[config.mk]
export PLATFORM = sky130hd
export DESIGN_NAME = decode_ctrl_stage
export DESIGN_NICKNAME = d
export VERILOG_FILES = /design/src/rtl/decode_ctrl_stage.sv
export SDC_FILE = /design/constraint.sdc
export NUM_CORES = 1
export LEC_CHECK = 0
export BUFFER_PORTS_ARGS = -buffer_cell sky130_fd_sc_hd__clkbuf_2
export CAP_MARGIN = 30
export CORE_MARGIN = 2
export CORE_UTILIZATION = 52
export DETAILED_ROUTE_END_ITERATION = 12
export GPL_ROUTABILITY_DRIVEN = 0
export PLACE_DENSITY = 0.83
export SLEW_MARGIN = 20
export SYNTH_ARGS = -nofsm -noshare
export SYNTH_HDL_FRONTEND = slang
export SYNTH_SLANG_ARGS = --single-unit
[constraint.sdc]
create_clock -name clk -period 3.2 [get_ports clk]
set_clock_uncertainty 0.2 [all_clocks]
set_input_delay 0.48 -clock clk [delete_from_list [all_inputs] [get_ports clk]]
set_output_delay 0.48 -clock clk [all_outputs]
set_load 0.05 [all_outputs]
[src/rtl/decode_ctrl_stage.sv]
// Decode stage: RV control decode into a one-entry valid/ready output register, MUL stall, sticky halt.
// Latency: 1 cycle for non-MUL, MUL_CYCLES cycles for MUL.
// Backpressure: in_ready follows out_ready combinationally; the held packet stays stable while stalled.
module decode_ctrl_stage #(
  parameter int XLEN       = 32,
  parameter int MUL_CYCLES = 4
) (
  input  logic            clk,
  input  logic            rst_n,
  input  logic            in_valid,
  output logic            in_ready,
  input  logic [31:0]     instr,
  output logic            out_valid,
  input  logic            out_ready,
  output logic [3:0]      alu_control,
  output logic            regwrite,
  output logic            mem_read,
  output logic            is_jalr,
  output logic            use_imm,
  output logic [XLEN-1:0] imm,
  output logic [4:0]      rd,
  output logic [4:0]      rs1,
  output logic [4:0]      rs2,
  output logic            illegal,
  output logic            halted
);

  localparam logic [3:0] ALU_AND = 4'b0000;
  localparam logic [3:0] ALU_OR  = 4'b0001;
  localparam logic [3:0] ALU_ADD = 4'b0010;
  localparam logic [3:0] ALU_SLL = 4'b0011;
  localparam logic [3:0] ALU_SUB = 4'b0100;
  localparam logic [3:0] ALU_SRL = 4'b0101;
  localparam logic [3:0] ALU_MUL = 4'b0110;
  localparam logic [3:0] ALU_XOR = 4'b0111;
  localparam logic [3:0] ALU_SRA = 4'b1000;

  localparam int CNT_W = (MUL_CYCLES > 1) ? $clog2(MUL_CYCLES) : 1;

  typedef struct packed {
    logic [3:0]      alu;
    logic            regwrite;
    logic            mem_read;
    logic            is_jalr;
    logic            use_imm;
    logic            illegal;
    logic            halt;
    logic [4:0]      rd;
    logic [4:0]      rs1;
    logic [4:0]      rs2;
    logic [XLEN-1:0] imm;
  } pkt_t;

  typedef enum logic [1:0] {RUN, MUL_WAIT, HALTED} state_t;

  state_t           state_q, state_d;
  pkt_t             pkt_q, pkt_d, dec;
  logic             out_valid_q, out_valid_d;
  logic [CNT_W-1:0] cnt_q, cnt_d;
  logic             dec_mul, legal;

  logic [6:0] opcode;
  logic [2:0] funct3;
  logic [6:0] funct7;
  logic       shamt_ok;

  assign opcode = instr[6:0];
  assign funct3 = instr[14:12];
  assign funct7 = instr[31:25];
  // RV64 shift immediates use bit 25 as shamt[5]; RV32 requires it clear.
  assign shamt_ok = (instr[29:26] == 4'b0) && !instr[31] && ((XLEN == 64) || !instr[25]);

  always_comb begin
    dec          = '0;
    dec.alu      = ALU_ADD;
    dec.rd       = instr[11:7];
    dec.rs1      = instr[19:15];
    dec.rs2      = instr[24:20];
    dec.imm      = {{(XLEN-12){instr[31]}}, instr[31:20]};
    dec_mul      = 1'b0;
    legal        = 1'b1;
    case (opcode)
      7'h33: begin
        dec.regwrite = 1'b1;
        case (funct3)
          3'd0: begin
            if (funct7 == 7'h00)      dec.alu = ALU_ADD;
            else if (funct7 == 7'h20) dec.alu = ALU_SUB;
            else                      legal   = 1'b0;
          end
          3'd1: begin
            dec.alu = ALU_SLL;
            legal   = (funct7 == 7'h00);
          end
          3'd2: begin
            dec.alu = ALU_MUL;
            dec_mul = 1'b1;
            legal   = (funct7 == 7'h00) || (funct7 == 7'h01);
          end
          3'd4: begin
            dec.alu = ALU_XOR;
            legal   = (funct7 == 7'h00);
          end
          3'd5: begin
            if (funct7 == 7'h00)      dec.alu = ALU_SRL;
            else if (funct7 == 7'h20) dec.alu = ALU_SRA;
            else                      legal   = 1'b0;
          end
          3'd6: begin
            dec.alu = ALU_OR;
            legal   = (funct7 == 7'h00);
          end
          3'd7: begin
            dec.alu = ALU_AND;
            legal   = (funct7 == 7'h00);
          end
          default: legal = 1'b0;
        endcase
      end
      7'h13: begin
        dec.regwrite = 1'b1;
        dec.use_imm  = 1'b1;
        case (funct3)
          3'd0: dec.alu = ALU_ADD;
          3'd1: begin
            dec.alu = ALU_SLL;
            legal   = shamt_ok && !instr[30];
          end
          3'd4: dec.alu = ALU_XOR;
          3'd5: begin
            dec.alu = instr[30] ? ALU_SRA : ALU_SRL;
            legal   = shamt_ok;
          end
          3'd6: dec.alu = ALU_OR;
          3'd7: dec.alu = ALU_AND;
          default: legal = 1'b0;
        endcase
      end
      7'h03: begin
        dec.regwrite = 1'b1;
        dec.use_imm  = 1'b1;
        dec.mem_read = 1'b1;
      end
      7'h67: begin
        dec.regwrite = 1'b1;
        dec.use_imm  = 1'b1;
        dec.is_jalr  = 1'b1;
        legal        = (funct3 == 3'd0);
      end
      7'h73: begin
        dec.halt = 1'b1;
        legal    = (funct3 == 3'd0);
      end
      default: legal = 1'b0;
    endcase
    if (!legal) begin
      dec.alu      = ALU_ADD;
      dec.regwrite = 1'b0;
      dec.mem_read = 1'b0;
      dec.is_jalr  = 1'b0;
      dec.use_imm  = 1'b0;
      dec.illegal  = 1'b1;
      dec.halt     = 1'b1;
      dec_mul      = 1'b0;
    end
  end

  // A held halt packet blocks intake so nothing behind it is ever accepted.
  assign in_ready = (state_q == RUN) && !(out_valid_q && pkt_q.halt) &&
                    (!out_valid_q || out_ready);

  always_comb begin
    state_d     = state_q;
    pkt_d       = pkt_q;
    out_valid_d = out_valid_q;
    cnt_d       = cnt_q;
    case (state_q)
      RUN: begin
        if (out_valid_q && out_ready) begin
          out_valid_d = 1'b0;
          if (pkt_q.halt) state_d = HALTED;
        end
        if (in_valid && in_ready) begin
          pkt_d = dec;
          if (dec_mul && (MUL_CYCLES > 1)) begin
            out_valid_d = 1'b0;
            cnt_d       = CNT_W'(MUL_CYCLES - 1);
            state_d     = MUL_WAIT;
          end else begin
            out_valid_d = 1'b1;
          end
        end
      end
      MUL_WAIT: begin
        cnt_d = cnt_q - 1'b1;
        if (cnt_q == CNT_W'(1)) begin
          out_valid_d = 1'b1;
          state_d     = RUN;
        end
      end
      HALTED: begin
        out_valid_d = 1'b0;
      end
      default: state_d = RUN;
    endcase
  end

  always_ff @(posedge clk or negedge rst_n) begin
    if (!rst_n) begin
      state_q     <= RUN;
      pkt_q       <= '0;
      out_valid_q <= 1'b0;
      cnt_q       <= '0;
    end else begin
      state_q     <= state_d;
      pkt_q       <= pkt_d;
      out_valid_q <= out_valid_d;
      cnt_q       <= cnt_d;
    end
  end

  assign out_valid   = out_valid_q;
  assign alu_control = pkt_q.alu;
  assign regwrite    = pkt_q.regwrite;
  assign mem_read    = pkt_q.mem_read;
  assign is_jalr     = pkt_q.is_jalr;
  assign use_imm     = pkt_q.use_imm;
  assign illegal     = pkt_q.illegal;
  assign imm         = pkt_q.imm;
  assign rd          = pkt_q.rd;
  assign rs1         = pkt_q.rs1;
  assign rs2         = pkt_q.rs2;
  assign halted      = (state_q == HALTED);

endmodule

== Word level (Yosys, flattened, before mapping) ==
Index checks and enable logic that the tools add are counted.
Operators by class
  order comparisons: 0
  shifts and indexed selects: 0
  muxes and demuxes: 36
  bitwise gates (word level): 1
  add/sub/neg operators: 1
  reduce and logical (&&, ||, !) cells: 31
  $mul: 0
  div/mod/pow operators: 0
  eq/ne operators: 20
Operator list (count)
  $pmux W4 S7: 1
  $pmux W4 S5: 1
  $eq A7 B6 Y1 const B: 2
  $eq A7 B7 Y1 const B: 2
  $mux W1: 14
  $mux W2: 7
  $eq A3 B3 Y1 const B: 4
  $mux W4: 3
  $reduce_or A4 Y1: 3
  $mux W10: 1
  $pmux W1 S3: 3
  $logic_and A1 B1 Y1: 8
  $pmux W4 S2: 1
  $eq A7 B1 Y1 const B: 1
  $eq A7 B2 Y1 const B: 1
  $eq A7 B5 Y1 const B: 1
  $logic_not A7 Y1: 1
  $mux W3: 2
  $pmux W2 S3: 1
  $reduce_and A3 Y1: 2
  $logic_not A1 Y1: 5
  $eq A2 B1 Y1 const B: 2
  $logic_not A4 Y1: 1
  $ne A2 B2 Y1 const B: 2
  17 further kinds: 20
Word-level totals
  memory bits (writable): 0
  bits of input ports: 36
  word-level logic and storage cells: 103
  latch bits: 0
  bits in read-only memories: 0
  register bits after elaboration: 42
  output and inout port bits: 59
  memories kept: 0

== Logic depth before layout (Yosys ltp) ==
Gate-level depths: netlist of run 1.
  word-level depth: 10
  gate-level depth with buffers: 8
  gate-level depth less buffers: 8

== Worst setup path before layout of run 1 ==
OpenSTA, ideal clock, no wires.
  kind: register to register
  from: reg state_q[0]
  to: reg pkt_q (netlist bit alu_control[3])
  stages on the path, launching flop included: 7
  clock period less this slack: 3.256 ns
  setup time: 0.110 ns
  data required time: 2.890 ns
  arrival time: 2.946 ns
  buffers on the path: 1
  slack: -0.056 ns
  cells stage by stage: dfrtp_1 inv_1 ha_1 a21boi_0 nand2_1 clkbuf_1 o41ai_1
Between the ends
  longest elaborated chain between the ends: 5
Ends and longest elaborated chain
  start: declaration: line 56  | state_t state_q, state_d;
  start signal: assignment: line 215  | state_q <= state_d;
  $logic_not A2 Y1: line 169  | assign in_ready = (state_q == RUN) && !(out_valid_q && pkt_q.halt) &&
  $logic_and A1 B1 Y1 (2 in series): line 169
  net in_ready: line 11  | output logic in_ready,
  $logic_and A1 B1 Y1: line 183  | if (in_valid && in_ready) begin
  $reduce_and A2 Y1 (no line)
  end signal: assignment: line 216  | pkt_q <= pkt_d;
  end: declaration: line 57  | pkt_t pkt_q, pkt_d, dec;
The timed path passes the listed nets, and every way through them passes these cells.
A chain may end at the register's enable or synchronous reset.

== Worst setup path in the final report of run 1 ==
  from: reg state_q[0]
  to: reg state_q[1]
Between the ends
  longest elaborated chain between the ends: 6
  elaborated cells between the ends (all ways): 11
  classes of those cells: eq/ne: 3; mux: 2; bitwise: 1; reduce/logical: 5
Ends and longest elaborated chain
  $logic_not A2 Y1: line 169, 177
  $logic_and A1 B1 Y1 (2 in series): line 169
  $logic_and A1 B1 Y1: line 183
  $mux W2: line 183
  $pmux W2 S3: line 177  | case (state_q)
Parallel ways exist; a longest one is shown, timed or not.

==> results_dict.tcl, run 1 <==
set metrics [dict create \
    status "finished clean" \
    viasPerCell 5.16 \
    finalWirelength_um 4590 \
    synthesis.nets 319 \
    synth-seq-cells 37 \
    start_util_pct 53.6 \
    cp.arrival_ps 2510 \
    power_mw 2.81 \
    dp_hpwl_um 3460 \
    use_met2_pct 31.2 \
    antenna_left 0 \
    crit_path_end_kind "register" \
    synth_common_cells "85 x nand2_1, 52 x buf_4, 37 x dfrtp_1" \
    numCtsBuffers 5 \
    clkSinkCount 37 \
    cp-start-kind "register" \
    dp_cells 364 \
    tns_ps 0 \
    r2r-start "state_q[0]$_DFFE_PN0P_" \
    vias 1930 \
    grt_max_degree 38 \
    wl_per_cell_um 12.3 \
    dieArea_mm2 0.00500 \
    fin_ws_ps 644 \
    synth_top_area_cell "dfrtp_1" \
    preCtsSetupSlack_ps 443 \
    coreArea_mm2 0.00432 \
    yosysMostFrequentCell "nand2_1" \
    yosysUniqueCellTypes 40 \
    pwr_density_cell_mw_per_mm2 1100 \
    grt_setup_unrepaired "false" \
    avgSynthCellArea_um2 8.33 \
    final_util_pct 59.0 \
    synth-edff-count 0 \
    r2r_end "state_q[1]$_DFFE_PN0P_" \
    hold_viol 0 \
    min-delay-start "instr[24]" \
    grt.busiest_layer "met2" \
    p_sw_mw 1.71 \
    synthTopCellsByArea "dfrtp_1 40%, buf_4 17%, nand2_1 14%" \
    clk_latency_ps 290 \
    setup_viol 0 \
    post_cts_buffers 0 \
    crit_fanout 19 \
    cts_root_buf "clkbuf_8" \
    grt_use_met3_pct 3.28 \
    p_sw_share_pct 61.0 \
    cts-root-to-sink-buffers 2 \
    area_growth_pct 10.2 \
    leakage_nw 1.40 \
    ff2ff_path_depth 6 \
    firstDrtPassIters 4 \
    fillerInstances 414 \
    multi_input_area_um2 928 \
    yosysWarnings 0 \
    clkPwrFrac_pct 11.1 \
    fp-row-count 24 \
    drcViolationCount 0 \
    nets 362 \
    worst_slew_pin_slew_ps 641 \
    drive_gt1_share_pct 34.8 \
    antenna_found_initial 0 \
    slew_headroom_pct 57.1 \
    min_period_over_period_pct 79.9 \
    htree_levels 2 \
    async_reset_ff_share_pct 100 \
    diodes 0 \
    cts_tree "done" \
    dieHeight_um 70.7 \
    synth_area_mm2 0.00232 \
    min_to "imm[4]$_DFFE_PN0P_" \
    grt_overflow_total 0 \
    rrSetupSlack_ps 640 \
    yosys.area.top_type_share_pct 40.0 \
    p_comb_share_pct 63.1 \
    seq_area_um2 926 \
    port_buffers 94 \
    max_freq_ghz 0.391 \
    crit_type "reg -> reg" \
    stdcell_count 374 \
    maxCapViolCount 0 \
    finalCriticalPeriod_ps 2560 \
    ys_seq_area_share_pct 40.0 \
    syn_inst 278 \
    clk_pin_slew_ps 70 \
    p_int_mw 1.10 \
    crit_required_ps 3150 \
    ios 95 \
    worstHoldPathCells 3 \
    slew_violations 0 \
    hp-class "in -> reg" \
    seqPwrFrac_pct 25.8 \
    dieWidth_um 70.7 \
    grt_first_pass_wirelength_um 7650 \
    grt_pass1_vias 1716 \
    drt-initial-drc-count 80 \
    grt_use_total_pct 18.9 \
    vdd_drop_max_mv 0.646 \
    ys.flop_type "dfrtp_1" \
    startpoint "state_q[0]$_DFFE_PN0P_" \
    use_met1_pct 24.7 \
]
==> worst max-delay path, stage by stage, from the launching register on <==
cell and delay (ps):
dfrtp_1 430, inv_1 100, ha_1 250, a21boi_1 280, nand2_1 440, o31ai_1 580, a21oi_1 130
==> flip-flops by register name, summed over array words and instances (netlist names) <==
register     flops
alu_control      4
cnt_q            2
illegal          1
imm              8
is_jalr          1
mem_read         1
out_valid        1
pkt_q            1
rd               5
regwrite         1
rs1              5
rs2              4
state_q          2
use_imm          1
==> cell type report <==
cell class                      instances  area share [%]
Multi-Input combinational cell        170            36.4
Sequential cell                        37            36.3
Timing Repair Buffer                   98            20.2
Clock buffer                            6            2.84
Tap cell                               52            2.55
Inverter                                9            1.32
Clock inverter                          2           0.392
==> per-layer routing <==
metal  wire [um]  vias up
li1            -      957
met1        2100      888
met2        2110       78
met3         285        7
met4          90        0
met5           0        -
==> stage by stage <==
step                      cell area (um2)  hold slack, ps
final                                2550             177
after global routing                 2550             187
after CTS                            2520             139
after detailed placement             2440             263
after global placement               2440             258
after floorplan                      2320           -15.6
==> repair_timing <==
item / in CTS / in global routing
endpoints found under the hold margin: 0 / 9
hold buffers: 0 / 1
gates resized for setup: 0 / 0
==> power by group through the flow <==
stage / sequential, mW / clock (mW) / combinational (mW)
2_1_floorplan: 0.734 / 0 / 1.79
3_3_place_gp: 0.727 / 0 / 1.77
4_1_cts: 0.728 / 0.322 / 1.78
3_5_place_dp: 0.736 / 0 / 1.78
6_report: 0.725 / 0.313 / 1.77
5_1_grt: 0.753 / 0.336 / 1.87
==> placed cells by master, fill, tap and decap left out, types with 2 or more instances in the layout <==
master,count
clkbuf_2,94
nand2_1,85
dfrtp_1,37
nor2_1,15
inv_1,9
nand3_1,6
nor3_1,5
o21ai_0,5
ha_1,5
clkbuf_8,5
a21oi_1,4
o31ai_1,4
a2bb2oi_1,3
a22o_1,3
nand2b_1,2
and2_1,2
nor4b_1,2
nand4b_1,2
a31oi_1,2
nor4_1,2
a2111oi_2,2
and3_1,2
nand4_1,2
clkinv_2,2
buf_4,2
==> logic make-up after synthesis <==
logic type      Yosys count  share of synthesized area (%)
flops                    37                           40.0
buf+inv                  71                           19.9
compound gates           31                           10.5
simple gates            132                           25.9
mux                       2                          0.918
fa+ha+maj                 5                           2.70
==> worst max-delay path by stage <==
stage	end	slack, ps
global route	state_q[1]$_DFFE_PN0P_	420
finish	state_q[1]$_DFFE_PN0P_	640
CTS	state_q[1]$_DFFE_PN0P_	660
global placement	alu_control[1]$_DFFE_PN0P_	490
detailed placement	alu_control[1]$_DFFE_PN0P_	440
floorplan	alu_control[3]$_DFFE_PN0P_	420
Note: power is estimated with default switching activity, not from simulation.
==> inputs of run 2 (changes only) <==
--- a/config.mk
+++ b/config.mk
@@ -8,10 +8,10 @@
 export BUFFER_PORTS_ARGS = -buffer_cell sky130_fd_sc_hd__clkbuf_2
 export CAP_MARGIN = 30
 export CORE_MARGIN = 2
-export CORE_UTILIZATION = 52
+export CORE_UTILIZATION = 48
 export DETAILED_ROUTE_END_ITERATION = 12
 export GPL_ROUTABILITY_DRIVEN = 0
-export PLACE_DENSITY = 0.83
+export PLACE_DENSITY = 0.78
 export SLEW_MARGIN = 20
 export SYNTH_ARGS = -nofsm -noshare
 export SYNTH_HDL_FRONTEND = slang
==> constraint.sdc (replaced) <==
create_clock -name clk -period 2.4 [get_ports clk]
set_clock_uncertainty 0.2 [all_clocks]
set_input_delay 0.36 -clock clk [delete_from_list [all_inputs] [get_ports clk]]
set_output_delay 0.36 -clock clk [all_outputs]
set_load 0.05 [all_outputs]
==> run 2 against run 1 <==
Sequential power increased by 33%; highest routed layer unchanged; first-iteration DRC count rose by 34%; critical path depth up 1; setup slack got worse by 500 ps; power is 40% higher; flip-flop and latch count did not move; die area rose by 7.9%; non-clock buffer count increased by 14; global-route usage down 0.081 points; register-to-register slack got worse by 460 ps; core utilization is 1.6 points lower; routed wire length grew 3.4%.
==> results_dict.tcl, run 2 (synthesis results as in run 1) <==
set metrics [dict create \
    status "finished clean" \
    fin_area_mm2 0.00269 \
    dpl-instance-area_mm2 0.00256 \
    worst_slew_pin_slew_ps 537 \
    grt_max_degree 30 \
    crit_required_ps 2380 \
    hp-class "in -> reg" \
    finalWirelength_um 4740 \
    tns_ps 0 \
    finalCriticalPeriod_ps 2250 \
    fin_ws_ps 146 \
    ios 95 \
    grt_first_pass_wirelength_um 7810 \
    numCtsBuffers 5 \
    worstHoldPathCells 3 \
    dieWidth_um 73.5 \
    cts_tree "done" \
    firstDrtPassIters 4 \
    cts-root-to-sink-buffers 2 \
    crit_type "in -> reg" \
    grt_use_total_pct 18.8 \
    antenna_left 0 \
    cts_root_buf "clkbuf_8" \
    clkSinkCount 37 \
    clk_pin_slew_ps 80 \
    layout_commonest_cell "clkbuf_2" \
    min_to "imm[4]$_DFFE_PN0P_" \
    viasPerCell 5.09 \
    dieArea_mm2 0.00540 \
    r2r_end "alu_control[3]$_DFFE_PN0P_" \
    cp-start-kind "input pin" \
    drive_gt1_share_pct 38.4 \
    start_util_pct 49.4 \
    coreArea_mm2 0.00469 \
    dieHeight_um 73.5 \
    maxCapViolCount 0 \
    crit_fanout 4 \
    nets 376 \
    max_freq_ghz 0.444 \
    pwr_density_cell_mw_per_mm2 1460 \
    preCtsSetupSlack_ps -158 \
    htree_levels 2 \
    vias 1987 \
    cp.arrival_ps 2230 \
    slew_headroom_pct 64.2 \
    ctsResizeCount 0 \
    hold_viol 0 \
    ff2ff_path_depth 6 \
    clk_latency_ps 290 \
    r2r-start "state_q[0]$_DFFE_PN0P_" \
    crit_path_end_kind "register" \
    antenna_found_initial 0 \
    setup_viol 0 \
    grt_overflow_total 0 \
    drt-initial-drc-count 107 \
    slew_violations 0 \
    wl_per_cell_um 12.2 \
    fp-row-count 25 \
    vdd_drop_max_mv 0.964 \
    largest_register_ff_count 8 \
    grt_pass1_vias 1707 \
    port_buffers 94 \
    dp_hpwl_um 3680 \
    layout_common_cells "94 x clkbuf_2, 85 x nand2_1, 37 x dfrtp_1" \
    grt_setup_unrepaired "false" \
    diodes 0 \
    area_growth_pct 16.3 \
    min-delay-start "instr[24]" \
    rrSetupSlack_ps 180 \
    drcViolationCount 0 \
    min_period_over_period_pct 93.9 \
    leakage_nw 1.47 \
]
-- run 2: cell count changes in the layout (fill, tap and decap cells not counted), sizes merged --
cell      before  now
buf            3   17
bufinv         0    1
clkinv         2    0
clkinvlp       0    1
-- run 2: repair_timing --
| action | CTS | global route |
|---|---|---|
| buffers inserted | 0 | 0 |
| hold endpoints to repair | 8 | 0 |
| hold buffers | 1 | 0 |
-- run 2: metal layers --
| layer | vias to the layer above | part of all wire (%) | GRT usage [%] |
|---|---|---|---|
| met2 | 75 | 46 | 29.9 |
| li1 | 986 | - | - |
| met5 | - | 0 | 0 |
| met1 | 917 | 46 | 25.0 |
| met4 | 0 | 1.8 | 7.27 |
| met3 | 9 | 6.2 | 4.12 |
-- run 2: layout make-up --
class,count,area (um2)
fillers,419,2000
clock buffers,6,82.6
flip-flops and latches,37,926
inverters,9,33.8
clock inverters,2,37.5
multi-input cells,170,937
well taps,54,67.6
repair buffers,112,608
-- run 2: worst max path at each step --
| stage | start | to | slack, ps | depth (start not counted) |
|---|---|---|---|---|
| 2_1_floorplan | state_q[0]$_DFFE_PN0P_ | alu_control[3]$_DFFE_PN0P_ | 8 | 6 |
| 3_3_place_gp | instr[26] | alu_control[1]$_DFFE_PN0P_ | -120 | 7 |
| 3_5_place_dp | instr[26] | alu_control[1]$_DFFE_PN0P_ | -160 | 7 |
| 4_1_cts | instr[26] | alu_control[1]$_DFFE_PN0P_ | 140 | 7 |
| 5_1_grt | state_q[0]$_DFFE_PN0P_ | alu_control[3]$_DFFE_PN0P_ | 40 | 6 |
| 6_report | instr[26] | alu_control[1]$_DFFE_PN0P_ | 150 | 7 |
-- run 2: through the flow --
| stage | total power [mW] | std cells | hold slack, ps | utilization [%] |
|---|---|---|---|---|
| final | 3.94 | 390 | 55.9 | 57.4 |
| after global routing | 4.16 | 390 | 50.2 | 57.4 |
| after CTS | 3.97 | 390 | 49.2 | 57.4 |
| after detailed placement | 3.40 | 381 | 34.6 | 54.6 |
| after global placement | 3.37 | 381 | 26.3 | 54.6 |
| after floorplan | 3.37 | 278 | -136 | - |
-- run 2: report_power, final --
part	switching (mW)	internal, mW
clock network	0.229	0.338
logic	1.93	0.477
registers	0.150	0.816
-- run 2: critical path, cell delays in order --
cell	delay (ps)
clkbuf_2	90
or4_4	530
or3_4	360
a311oi_2	300
nor3_2	110
nand2b_4	160
o32a_1	330
==> inputs of run 3 (changes only) <==
--- a/config.mk
+++ b/config.mk
@@ -8,10 +8,10 @@
 export BUFFER_PORTS_ARGS = -buffer_cell sky130_fd_sc_hd__clkbuf_2
 export CAP_MARGIN = 30
 export CORE_MARGIN = 2
-export CORE_UTILIZATION = 48
+export CORE_UTILIZATION = 52
 export DETAILED_ROUTE_END_ITERATION = 12
 export GPL_ROUTABILITY_DRIVEN = 0
-export PLACE_DENSITY = 0.78
+export PLACE_DENSITY = 0.83
 export SLEW_MARGIN = 20
 export SYNTH_ARGS = -nofsm -noshare
 export SYNTH_HDL_FRONTEND = slang
==> constraint.sdc (replaced) <==
create_clock -name clk -period 2.8 [get_ports clk]
set_clock_uncertainty 0.2 [all_clocks]
set_input_delay 0.42 -clock clk [delete_from_list [all_inputs] [get_ports clk]]
set_output_delay 0.42 -clock clk [all_outputs]
set_load 0.05 [all_outputs]
==> run 3 against run 2 <==
Flip-flop and latch count did not move; core utilization rose by 2.0 points; clock-buffer cell count rose by 1; final area fell by 4.6%; global-route usage rose by 0.16 points; power fell by 18%; critical path type unchanged; final cell count fell by 3.8%; sequential share of layout area rose by 1.6 points.
==> results_dict.tcl, run 3 (synthesis results as in run 1) <==
set metrics [dict create \
    status "finished clean" \
    leakage_nw 1.40 \
    diodes 0 \
    hp-class "in -> reg" \
    crit_required_ps 2770 \
    cp-start-kind "input pin" \
    fp-row-count 24 \
    coreArea_mm2 0.00432 \
    grt_overflow_total 0 \
    stdcell_count 375 \
    numCtsBuffers 5 \
    area_growth_pct 11.0 \
    start_util_pct 53.6 \
    dp_hpwl_um 3580 \
    htree_levels 2 \
    grt_max_degree 38 \
    cts-root-to-sink-buffers 2 \
    maxCapViolCount 0 \
    fillerInstances 407 \
    slew_headroom_pct 65.6 \
    dieHeight_um 70.7 \
    ios 95 \
    worst_slew_pin_slew_ps 517 \
    antenna_left 0 \
    post_cts_buffers 0 \
    cp.arrival_ps 2350 \
    dieWidth_um 70.7 \
    vias 1918 \
    drt-initial-drc-count 97 \
    grt_pass1_vias 1723 \
    clk_latency_ps 280 \
    min_period_over_period_pct 85.2 \
    drive_gt1_share_pct 35.0 \
    cts_root_buf "clkbuf_8" \
    crit_fanout 5 \
    pwr_density_cell_mw_per_mm2 1260 \
    finalWirelength_um 4570 \
    antenna_found_initial 0 \
    clkSinkCount 37 \
    grt_setup_unrepaired "false" \
    grt_use_total_pct 19.0 \
    largest_register_ff_count 8 \
    max_freq_ghz 0.419 \
    dp_cells 366 \
    vdd_drop_max_mv 0.725 \
    crit_type "in -> reg" \
    viasPerCell 5.11 \
    hold_viol 0 \
    layout_common_cells "94 x clkbuf_2, 85 x nand2_1, 37 x dfrtp_1" \
    layout_commonest_cell "clkbuf_2" \
    grt_first_pass_wirelength_um 7650 \
    cts_tree "done" \
    multi_input_area_um2 928 \
    drcViolationCount 0 \
    clk_pin_slew_ps 70 \
    dieArea_mm2 0.00500 \
    tns_ps 0 \
    port_buffers 94 \
    finalCriticalPeriod_ps 2380 \
    wl_per_cell_um 12.2 \
    firstDrtPassIters 4 \
    setup_viol 0 \
    slew_violations 0 \
    nets 364 \
    crit_path_end_kind "register" \
    seq_area_um2 926 \
]
run 3: stage by stage:
stage / power (mW) / setup WS (ps) / hold WS, ps / utilization, % / instance area [um2]
finish: 3.24 / 415 / 131 / 59.4 / 2570
global route: 3.41 / 316 / 132 / 59.4 / 2570
CTS: 3.26 / 435 / 87.2 / 58.7 / 2540
detailed placement: 2.89 / 135 / 263 / 56.7 / 2450
global placement: 2.86 / 169 / 258 / 56.7 / 2450
floorplan: 2.89 / 20.8 / -75.6 / - / 2320
run 3: metal layers:
metal  up-vias  wire length, um  global-route usage, %  share of wire, %
met5         -                0                      0                 0
met4         0               51                   6.92               1.1
met3         5              252                   3.13               5.5
met2        64             2150                   30.7                47
met1       889             2110                   25.8                46
li1        960                -                      -                 -
run 3: final timing paths:
| path | start | endpoint | slack [ps] | cells after the start |
|---|---|---|---|---|
| min in group asynchronous | rst_n | is_jalr$_DFFE_PN0P_ | 340 | 2 |
| hold reg to reg | rs1[2]$_DFFE_PN0P_ | rs1[2]$_DFFE_PN0P_ | 280 | 2 |
| setup reg to reg | state_q[0]$_DFFE_PN0P_ | alu_control[3]$_DFFE_PN0P_ | 530 | 6 |
| max in group asynchronous | rst_n | imm[4]$_DFFE_PN0P_ | 1630 | 3 |
| setup / recovery | instr[25] | alu_control[1]$_DFFE_PN0P_ | 420 | 7 |
| hold / removal | instr[20] | rs2[0]$_DFFE_PN0P_ | 130 | 3 |
run 3: power breakdown:
group          internal, mW  switching, mW
registers             0.700          0.130
clock network         0.195          0.168
logic                 0.393           1.65
total                  1.29           1.95
run 3: repair_timing:
item,in CTS,in global routing
hold buffers,0,1
endpoints found under the hold margin,0,8
resized for setup,0,0
run 3: worst max-delay path, stage by stage:
cell      delay [ps]
clkbuf_2         120
or4_4            520
or3_4            360
a311oi_2         310
nor3_1           130
nand2b_4         180
o32a_1           320
run 3: layout make-up:
cell class | count | area share [%]
flip-flops and latches | 37 | 36.0
inverters | 9 | 1.31
multi-input cells | 170 | 36.1
repair buffers | 100 | 20.6
clock buffers | 7 | 3.36
well taps | 52 | 2.53
